[config.mk]
export PLATFORM = sky130hd
export DESIGN_NAME = code_entry_ctrl
export DESIGN_NICKNAME = d
export VERILOG_FILES = /design/src/rtl/code_pkg.sv /design/src/rtl/code_entry_ctrl_sync2.sv /design/src/rtl/code_entry_ctrl.sv
export SDC_FILE = /design/constraint.sdc
export NUM_CORES = 1
export LEC_CHECK = 0
export CAP_MARGIN = 15
export CORE_MARGIN = 2
export CORE_UTILIZATION = 50
export CTS_CLUSTER_SIZE = 30
export DETAILED_ROUTE_END_ITERATION = 6
export HOLD_SLACK_MARGIN = 0.1
export PLACE_DENSITY = 0.76
export SETUP_SLACK_MARGIN = 0.3
export SLEW_MARGIN = 10
export SYNTH_ARGS = -nofsm -noshare
export SYNTH_HDL_FRONTEND = slang
export SYNTH_HIERARCHICAL = 1
export SYNTH_SLANG_ARGS = --single-unit
[constraint.sdc]
create_clock -name clk -period 1.69 [get_ports clk]
set_input_delay 0.338 -clock clk [delete_from_list [all_inputs] [get_ports clk]]
set_output_delay 0.338 -clock clk [all_outputs]
set_load 0.02 [all_outputs]
[src/rtl/code_pkg.sv]
// Shared types for the code entry stage: FSM state encoding and code width.
package code_pkg;

  localparam int CODE_W = 4;

  typedef enum logic [1:0] {
    IDLE        = 2'd0,
    DEB_PRESS   = 2'd1,
    PRESSED     = 2'd2,
    DEB_RELEASE = 2'd3
  } state_t;

endpackage

[src/rtl/code_entry_ctrl_sync2.sv]
// Generic two-flop synchroniser for asynchronous inputs; reset clears both stages.
module sync2 #(
  parameter int WIDTH = 1
) (
  input  logic             clk,
  input  logic             rst_n,
  input  logic [WIDTH-1:0] d,
  output logic [WIDTH-1:0] q
);

  logic [WIDTH-1:0] meta;

  always_ff @(posedge clk or negedge rst_n) begin
    if (!rst_n) begin
      meta <= '0;
      q    <= '0;
    end else begin
      meta <= d;
      q    <= meta;
    end
  end

endmodule

[src/rtl/code_entry_ctrl.sv]
// Debounced pushbutton capture of a 4-bit switch code for the Display encoder.
// The code is latched only on a confirmed press and held stable between presses.
module code_entry_ctrl
  import code_pkg::*;
#(
  parameter int  DEB_CYCLES = 16,
  localparam int CNT_W      = $clog2(DEB_CYCLES + 1)
) (
  input  logic       clk,
  input  logic       reset,
  input  logic [3:0] sw,
  input  logic       btn,
  input  logic       clr,
  output logic       a,
  output logic       b,
  output logic       c,
  output logic       d,
  output logic       ready,
  output logic       cap_pulse,
  output logic [3:0] entry_cnt
);

  localparam logic [CNT_W-1:0] CNT_LAST = CNT_W'(DEB_CYCLES - 1);

  logic              btn_s;
  logic [CODE_W-1:0] sw_s;

  sync2 #(.WIDTH(1)) u_btn_sync (
    .clk   (clk),
    .rst_n (reset),
    .d     (btn),
    .q     (btn_s)
  );

  sync2 #(.WIDTH(CODE_W)) u_sw_sync (
    .clk   (clk),
    .rst_n (reset),
    .d     (sw),
    .q     (sw_s)
  );

  state_t            state, state_nxt;
  logic [CNT_W-1:0]  cnt, cnt_nxt;
  logic              capture;
  logic [CODE_W-1:0] code;

  always_ff @(posedge clk or negedge reset) begin
    if (!reset) begin
      state <= IDLE;
      cnt   <= '0;
    end else begin
      state <= state_nxt;
      cnt   <= cnt_nxt;
    end
  end

  // The counter tracks how many consecutive samples agree with the pending level.
  always_comb begin
    state_nxt = state;
    cnt_nxt   = cnt;
    capture   = 1'b0;
    case (state)
      IDLE: begin
        if (btn_s) begin
          state_nxt = DEB_PRESS;
          cnt_nxt   = CNT_W'(1);
        end
      end
      DEB_PRESS: begin
        if (!btn_s) begin
          state_nxt = IDLE;
          cnt_nxt   = '0;
        end else if (cnt == CNT_LAST) begin
          state_nxt = PRESSED;
          cnt_nxt   = '0;
          capture   = 1'b1;
        end else begin
          cnt_nxt = cnt + CNT_W'(1);
        end
      end
      PRESSED: begin
        if (!btn_s) begin
          state_nxt = DEB_RELEASE;
          cnt_nxt   = CNT_W'(1);
        end
      end
      DEB_RELEASE: begin
        if (btn_s) begin
          state_nxt = PRESSED;
          cnt_nxt   = '0;
        end else if (cnt == CNT_LAST) begin
          state_nxt = IDLE;
          cnt_nxt   = '0;
        end else begin
          cnt_nxt = cnt + CNT_W'(1);
        end
      end
    endcase
  end

  // Capture outranks clr so a collision still presents the fresh code.
  always_ff @(posedge clk or negedge reset) begin
    if (!reset) begin
      code      <= '0;
      ready     <= 1'b0;
      cap_pulse <= 1'b0;
      entry_cnt <= '0;
    end else begin
      cap_pulse <= capture;
      if (capture) begin
        code      <= sw_s;
        ready     <= 1'b1;
        entry_cnt <= entry_cnt + 4'd1;
      end else if (clr) begin
        ready <= 1'b0;
      end
    end
  end

  assign a = code[3];
  assign b = code[2];
  assign c = code[1];
  assign d = code[0];

endmodule

After elaboration in Yosys (flattened, before gate mapping)
Index checks and enable logic that the tools add are counted.
{"block": "classes", "addsub": 2, "n_eq_ne": 8, "n_mux": 18, "n_reduce_logical": 4}
{"operator": "$mux W5", "n": 5}
{"operator": "$pmux W5 S4", "n": 1}
{"operator": "$mux W2", "n": 6}
{"operator": "$pmux W2 S4", "n": 1}
{"operator": "$add A5 B1 Y5 const B", "n": 1}
{"operator": "$eq A5 B4 Y1 const B", "n": 1}
{"operator": "$mux W1", "n": 5}
{"operator": "$add A4 B1 Y4 const B", "n": 1}
{"operator": "$eq A2 B2 Y1 const B", "n": 2}
{"operator": "$reduce_and A4 Y1", "n": 1}
{"operator": "$ne A3 B2 Y1 const B", "n": 1}
{"operator": "$ne A3 B3 Y1 const B", "n": 1}
{"operator": "$eq A2 B1 Y1 const B", "n": 1}
{"operator": "$logic_not A2 Y1", "n": 1}
{"operator": "$ne A2 B1 Y1 const B", "n": 1}
{"operator": "$ne A2 B2 Y1 const B", "n": 1}
{"operator": "$reduce_and A2 Y1", "n": 1}
{"operator": "$reduce_bool A2 Y1", "n": 1}
{"block": "word_totals", "reg_bits": 27, "inputBits": 8, "out_inout_bits": 10, "wordCells": 42}

Longest topological paths before layout
Gate-level depths: netlist of the first run.
{"block": "logic_depth", "depth_word": 5, "mapped_depth": 4, "depth_no_buf": 4}

Cells and area by module
Netlist of the first run, hierarchy kept.
{"module": "code_entry_ctrl", "n_inst": 1, "cells_each": 61, "area_each_um2": 795.8, "seq_area_each_um2": 425.4}
{"module": "sync2 at u_sw_sync", "n_inst": 1, "cells_each": 8, "area_each_um2": 200.2, "seq_area_each_um2": 200.2}
{"module": "sync2 at u_btn_sync", "n_inst": 1, "cells_each": 2, "area_each_um2": 50.0, "seq_area_each_um2": 50.0}

Least setup slack after synthesis of the first run
OpenSTA, ideal clock, no wires.
{"block": "synth_path", "path_kind": "register to register", "from": "register cnt[0]", "to": "register code[0]", "setup_time_ns": 0.125, "t_arrival_ns": 1.296, "required_time_ns": 1.565, "setup_slack_ns": 0.269, "stages_incl_launch_ff": 5, "path_buffers": 0, "synth_period_minus_slack_ns": 1.421, "path_cell_list": "dfrtp_1 ha_1 nand4b_4 nor2_8 mux2_4"}
{"block": "synth_via", "elab_chain_cells": 4}
{"item": "start, declared", "line": "code_entry_ctrl.sv:43", "source": "logic [CNT_W-1:0] cnt, cnt_nxt;"}
{"item": "start signal, assigned", "line": "code_entry_ctrl.sv:53", "source": "cnt <= cnt_nxt;"}
{"item": "$eq A5 B4 Y1", "line": "code_entry_ctrl.sv:73", "source": "end else if (cnt == CNT_LAST) begin"}
{"item": "$mux W1", "line": "code_entry_ctrl.sv:73"}
{"item": "$mux W1", "line": "code_entry_ctrl.sv:70", "source": "if (!btn_s) begin"}
{"item": "$mux W1", "line": "code_entry_ctrl.sv:62", "source": "case (state)"}
{"item": "via capture", "line": "code_entry_ctrl.sv:44", "source": "logic capture;"}
{"item": "end signal, assigned", "line": "code_entry_ctrl.sv:111", "source": "code <= sw_s;"}
{"item": "end, declared", "line": "code_entry_ctrl.sv:45", "source": "logic [CODE_W-1:0] code;"}
The timed path passes the listed nets, and every way through them passes these cells.
A chain may end at the register's enable or synchronous reset.

Worst setup path after layout of the first run
{"block": "layout_path", "from": "register cnt[0]", "to": "register code[3]"}
The elaborated chain is that of the path after synthesis.

==> out/metrics.csv, run 1 <==
metric;value;unit
I/O pins;18;
crit-path max FO;7;
CTS tree;done;
Seq/Total Area, Yosys;64.6;%
Overflow after GRT;0;
Setup violations, final;0;
post-synthesis async set-or-reset flop share;100;%
delay of the slowest critical-path stage;0.42;ns
Vias/cell;5.01;
Die Ht;49.7;microns
initial antenna violation count;0;
CP startpoint kind;flop;
HPWL after detailed placement;1150;microns
drc violations;0;
PortBufs;17;
FF-to-FF End;code[3];
Initial Utilization;53.3;%
vias in the first global route;646;
clock-pin slew on the worst setup and hold paths;0.14;ns
Rows;16;
Post-layout nets;112;
# fillers;152;
setup TNS;0;ns
Bufs on Longest Clock Path;2;
Max-slew headroom;67.5;%
synthesized area per cell;14.7;sq um
clk_lat worst skew;0.31;ns
Yosys warnings;6;
status;completed;
Period minus WS final;1.36;ns
Worst R2R Setup Slack;0.33;ns
Root Driver;clkbuf_4;
VDD IR-drop max;0.000481;V
CP cell instances;ha_4 -> nand4b_4 -> nor2_8 -> mux2_4;
Synth Net Count;81;
largest net degree at the start of global routing;28;
TritonCTS Buffers;3;
area of the core;0.00196;sq mm
Worst EP required;1.90;ns
die extent in x;49.7;microns
synthesized cell area;0.00105;sq mm
first-pass GRT wire length;2970;microns
global placer's final weighted congestion;0.795;
final worst-path cycle share;80.5;%
crit path max-delay cell type;dfrtp_1;
total track usage;16.4;%
Max Cap Viol;0;
CP Class;flop to flop;
Area growth, synth to finish;28.5;%
Post-synth EDFFs;0;
Reg2Reg Launch Point;cnt[0];
DR vias;641;
Synth Flop Type;dfrtp_1;
fmax;735;MHz
H-tree Lvls;1;
Starting DRT DRC Count;7;
Pre-Repair DR Iteration Count;4;
Layout Skew;0.00326;ns
Hold Vio Cnt, Final;0;
#FFs+latches synth;27;
post-route ant nets;0;
CP arrival;1.57;ns
worst-margin pin slew;0.486;ns
cell count after synthesis;71;
Fin Hold WS;0.366;ns
clock sinks;27;
antenna fix cells;0;
layout cells sized above 1;33.7;%
post-synth cell types;21;
r2r worst-path depth;4;
CP Capture Type;flop;
drt total wl;1670;microns
routed len/inst;13.0;microns
Pleak;0.722;nW
die area;0.00247;sq mm
PwrDens;775;mW/mm^2
hold buffers post-CTS;0;
RSZ-0062 raised after global routing;yes;
max-slew violations;0;
worst min-delay path class;primary input to asynchronous set/reset pin;
layout by cell type, fill, tap and decap left out:
| master | instances |
|---|---|
| and3_1 | 1 |
| nor3_4 | 1 |
| buf_4 | 10 |
| nand3_1 | 6 |
| nand3b_4 | 1 |
| nor2_1 | 1 |
| ha_4 | 1 |
| nor3_1 | 1 |
| xnor2_1 | 1 |
| clkdlybuf4s15_1 | 1 |
| nand4b_4 | 1 |
| xor2_1 | 6 |
| clkbuf_4 | 3 |
| o22ai_1 | 2 |
| clkbuf_2 | 7 |
| a21oi_1 | 1 |
| o21a_1 | 2 |
| nor2_8 | 1 |
| and4b_1 | 1 |
| mux2_4 | 6 |
| nand2_1 | 4 |
| o21ai_0 | 3 |
| clkdlybuf4s15_2 | 2 |
| ha_1 | 1 |
| clkinv_2 | 1 |
| inv_1 | 2 |
| dfrtp_1 | 27 |
| clkdlybuf4s50_1 | 7 |
what timing repair did:
action / in CTS / in global routing
endpoints found under the hold margin: 0 / 0
setup buffers: 3 / 5
resized for setup: 19 / 13
pin swaps: 1 / 1
setup endpoints to repair: 15 / 17
power breakdown:
part           leakage, nW  internal, W  switching (W)
clock network       0.0177    0.0000885       0.000179
registers            0.348     0.000667      0.0000169
logic                0.356    0.0000483      0.0000419
total                0.722     0.000804       0.000238
flip-flops by register name, indices dropped and copies added, names as in the netlist, named ones only:
register         count
cnt                  5
u_btn_sync/q         1
code                 4
u_btn_sync/meta      1
u_sw_sync/meta       4
entry_cnt            4
cap_pulse            1
state                1
u_sw_sync/q          4
ready                1
cells by family (layout without fill, tap and decap cells):
kind of cell    after synthesis  in the layout  synth area share, %
fa+ha+maj                     2              2                 2.39
compound gates                8              8                 4.54
simple gates                 18             18                 12.9
buf+inv                       3             33                 1.08
mux                           6              6                 8.61
flops                        27             27                 64.6
xor+xnor                      7              7                 5.86
cell type report:
class                      instances  area, sq um  area share, %
multi-input combinational         41          387           28.8
inverter                           2         7.51          0.559
clock inverter                     1         5.00          0.372
timing repair buffer              27          213           15.8
sequential                        27          676           50.3
tap                               27         33.8           2.51
clock buffer                       3         22.5           1.68
cell usage after synthesis (all sizes together) (2+ instances only):
library cell  number  area, sq um
dfrtp             27          676
mux2               6         90.1
nand3              6         30.0
xor2               6         52.6
nand2              4         15.0
o21ai              3         15.0
ha                 2         25.0
inv                2         7.51
nor2               2         23.8
nor3               2         15.0
o21a               2         15.0
o22ai              2         12.5
routing by layer:
layer | GRT usage (%) | up-vias | share of wire (%)
li1 | - | 307 | -
met1 | 21.0 | 314 | 44
met2 | 25.8 | 18 | 50
met3 | 4.85 | 2 | 5.1
met4 | 6.94 | 0 | 0.72
met5 | 0 | - | 0
how the worst max path moves through the flow:
stage	startpoint	to	slack, ns	cells after the start
CTS	entry_cnt[0]	entry_cnt[0]	0.23	1
floorplan	cnt[0]	code[0]	0.30	4
global route	cnt[0]	code[3]	0.25	4
detailed placement	cnt[0]	code[3]	0.21	4
finish	cnt[0]	code[3]	0.33	4
global placement	cnt[0]	code[1]	0.26	4
per-stage QoR:
step / utilization, % / cells / power [W] / instance area [sq um] / setup WS [ns]
floorplan: - / 71 / 0.000723 / 1050 / 0.303
global placement: 64.4 / 116 / 0.000760 / 1260 / 0.259
finish: 68.5 / 128 / 0.00104 / 1340 / 0.329
CTS: 67.7 / 123 / 0.00105 / 1330 / 0.232
global route: 68.5 / 128 / 0.00110 / 1340 / 0.248
detailed placement: 64.4 / 116 / 0.000764 / 1260 / 0.212
critical path: cells and delay by family (launching register included):
| kind | cells | cell delay (ns) |
|---|---|---|
| fa+ha+maj | 1 | 0.18 |
| mux | 1 | 0.32 |
| simple gates | 2 | 0.35 |
| flops | 1 | 0.42 |
(Power assumes the default switching activity.)
==> run 2: changes to the inputs <==
clock period = 1.3 ns   (was 1.69 ns; I/O delays follow)
==> run 2 against run 1 <==
Net effect: the run now ends with negative setup slack left; combinational power rose by 57%; routed wire length rose by 12%; via count rose by 3.9%; utilization rose by 9.2 points; die area did not move; critical path type unchanged.
==> out/metrics.csv, run 2 (synthesis results as in run 1) <==
metric;value;unit
status;complete, but fails checks;
failing checks;negative setup slack;
Psw;0.000329;W
Root Driver;clkbuf_4;
Max Cap Viol;0;
vias in the first global route;679;
worst min-delay path class;primary input to asynchronous set/reset pin;
clock-pin slew on the worst setup and hold paths;0.14;ns
Pleak;0.798;nW
layout cells sized above 1;44.5;%
CP arrival;1.58;ns
CP Capture Type;flop;
most frequent cells in the layout;dfrtp_1 (26), buf_4 (16), buf_6 (12);
Area growth, synth to finish;45.8;%
die extent in x;49.7;microns
post-route ant nets;0;
CTS tree;done;
Vias/cell;4.86;
setup TNS;-0.308;ns
final setup margin;-0.0575;ns
met2 WL;1000;microns
sw frac;23.6;%
RSZ-0062 raised after global routing;yes;
Post-layout nets;121;
most common cell after layout, fill and taps aside;dfrtp_1;
global placer's final weighted congestion;0.746;
Bufs on Longest Clock Path;2;
Final Util;77.7;%
clk_lat worst skew;0.32;ns
TritonCTS Buffers;3;
VDD IR-drop max;0.000722;V
top layer in use;met4;
drt total wl;1870;microns
Rows;16;
HPWL after detailed placement;1340;microns
Initial Utilization;53.3;%
antenna fix cells;0;
drc violations;0;
crit-path max FO;6;
clock sinks;27;
Period minus WS final;1.36;ns
combinational share of power;10.2;%
Pre-Repair DR Iteration Count;2;
final worst-path cycle share;104;%
Die Ht;49.7;microns
Seq pwr share;64.0;%
Power Total;0.00140;W
first-pass GRT wire length;3310;microns
met1 wire length;788;microns
Starting DRT DRC Count;6;
max reg flops;5;
Layout Skew;0.00143;ns
DR WL met3;62;microns
# fillers;128;
total track usage;18.2;%
max-slew violations;0;
Internal Power;0.00107;W
Setup violations, final;7;
clock power share;25.8;%
Overflow after GRT;0;
I/O pins;18;
H-tree Lvls;1;
largest net degree at the start of global routing;28;
Hold Vio Cnt, Final;0;
worst-margin pin slew;0.244;ns
crit path max-delay cell type;dfrtp_1;
initial antenna violation count;0;
DR vias;666;
Biggest register;cnt;
die area;0.00247;sq mm
Fin Hold WS;0.265;ns
delay of the slowest critical-path stage;0.44;ns
CP Class;flop to flop;
hold buffers post-CTS;0;
fmax;737;MHz
Max-slew headroom;83.7;%
worst slack, placed;-0.0438;ns
CP cell instances;ha_4 -> nand4b_4 -> nor2_8 -> mux2_4;
PortBufs;17;
Worst EP required;1.52;ns
area of the core;0.00196;sq mm
CP startpoint kind;flop;
routed len/inst;13.6;microns
PwrDens;915;mW/mm^2
run 2: path summary, 6_finish.rpt:
kind	from	end	slack [ns]	cells past startpoint
max	cnt[1]	code[0]	-0.06	4
min	reset	cnt[3]	0.27	2
max reg2reg	cnt[1]	code[0]	-0.06	4
min reg2reg	u_sw_sync/meta[3]	u_sw_sync/q[3]	0.37	0
max in group asynchronous	reset	u_btn_sync/q	0.88	2
min in group clk	sw[1]	u_sw_sync/meta[1]	0.36	1
run 2: final cells by class:
class / count / area (sq um) / share of cell area [%]
Clock inverter: 1 / 7.51 / 0.492
Multi-Input combinational cell: 41 / 432 / 28.3
Tap cell: 27 / 33.8 / 2.21
Inverter: 2 / 7.51 / 0.492
Sequential cell: 27 / 677 / 44.4
Timing Repair Buffer: 36 / 345 / 22.6
Clock buffer: 3 / 22.5 / 1.48
run 2: through the flow:
| step | instances | area (sq um) |
|---|---|---|
| after CTS | 133 | 1490 |
| after global placement | 126 | 1380 |
| after detailed placement | 126 | 1380 |
| after global routing | 137 | 1530 |
| final | 137 | 1530 |
| after floorplan | 71 | 1080 |
run 2: power by group through the flow:
stage                     clock [W]  combinational [W]  sequential, W
after global placement            0           0.000119       0.000904
after detailed placement          0           0.000123       0.000906
final                      0.000361           0.000142       0.000893
after floorplan                   0          0.0000457       0.000905
after global routing       0.000408           0.000158       0.000897
after CTS                  0.000365           0.000132       0.000893
run 2: routing by layer:
layer	vias up	track usage (%)
met5	-	0
met4	0	5.56
met3	2	3.03
met2	14	30.9
met1	326	23.9
li1	324	-
run 2: worst max-delay path: cells and delay by family (launching register included):
family | cells | cell delay [ns]
and+or+nand+nor | 2 | 0.33
DFF | 1 | 0.44
muxes | 1 | 0.32
adders and majority gates | 1 | 0.18
run 2: timing repair:
action / 4_1_cts / 5_1_grt
endpoints found under the setup margin: 27 / 27
resized for setup: 66 / 5
pin swaps: 5 / 1
setup buffers: 3 / 4
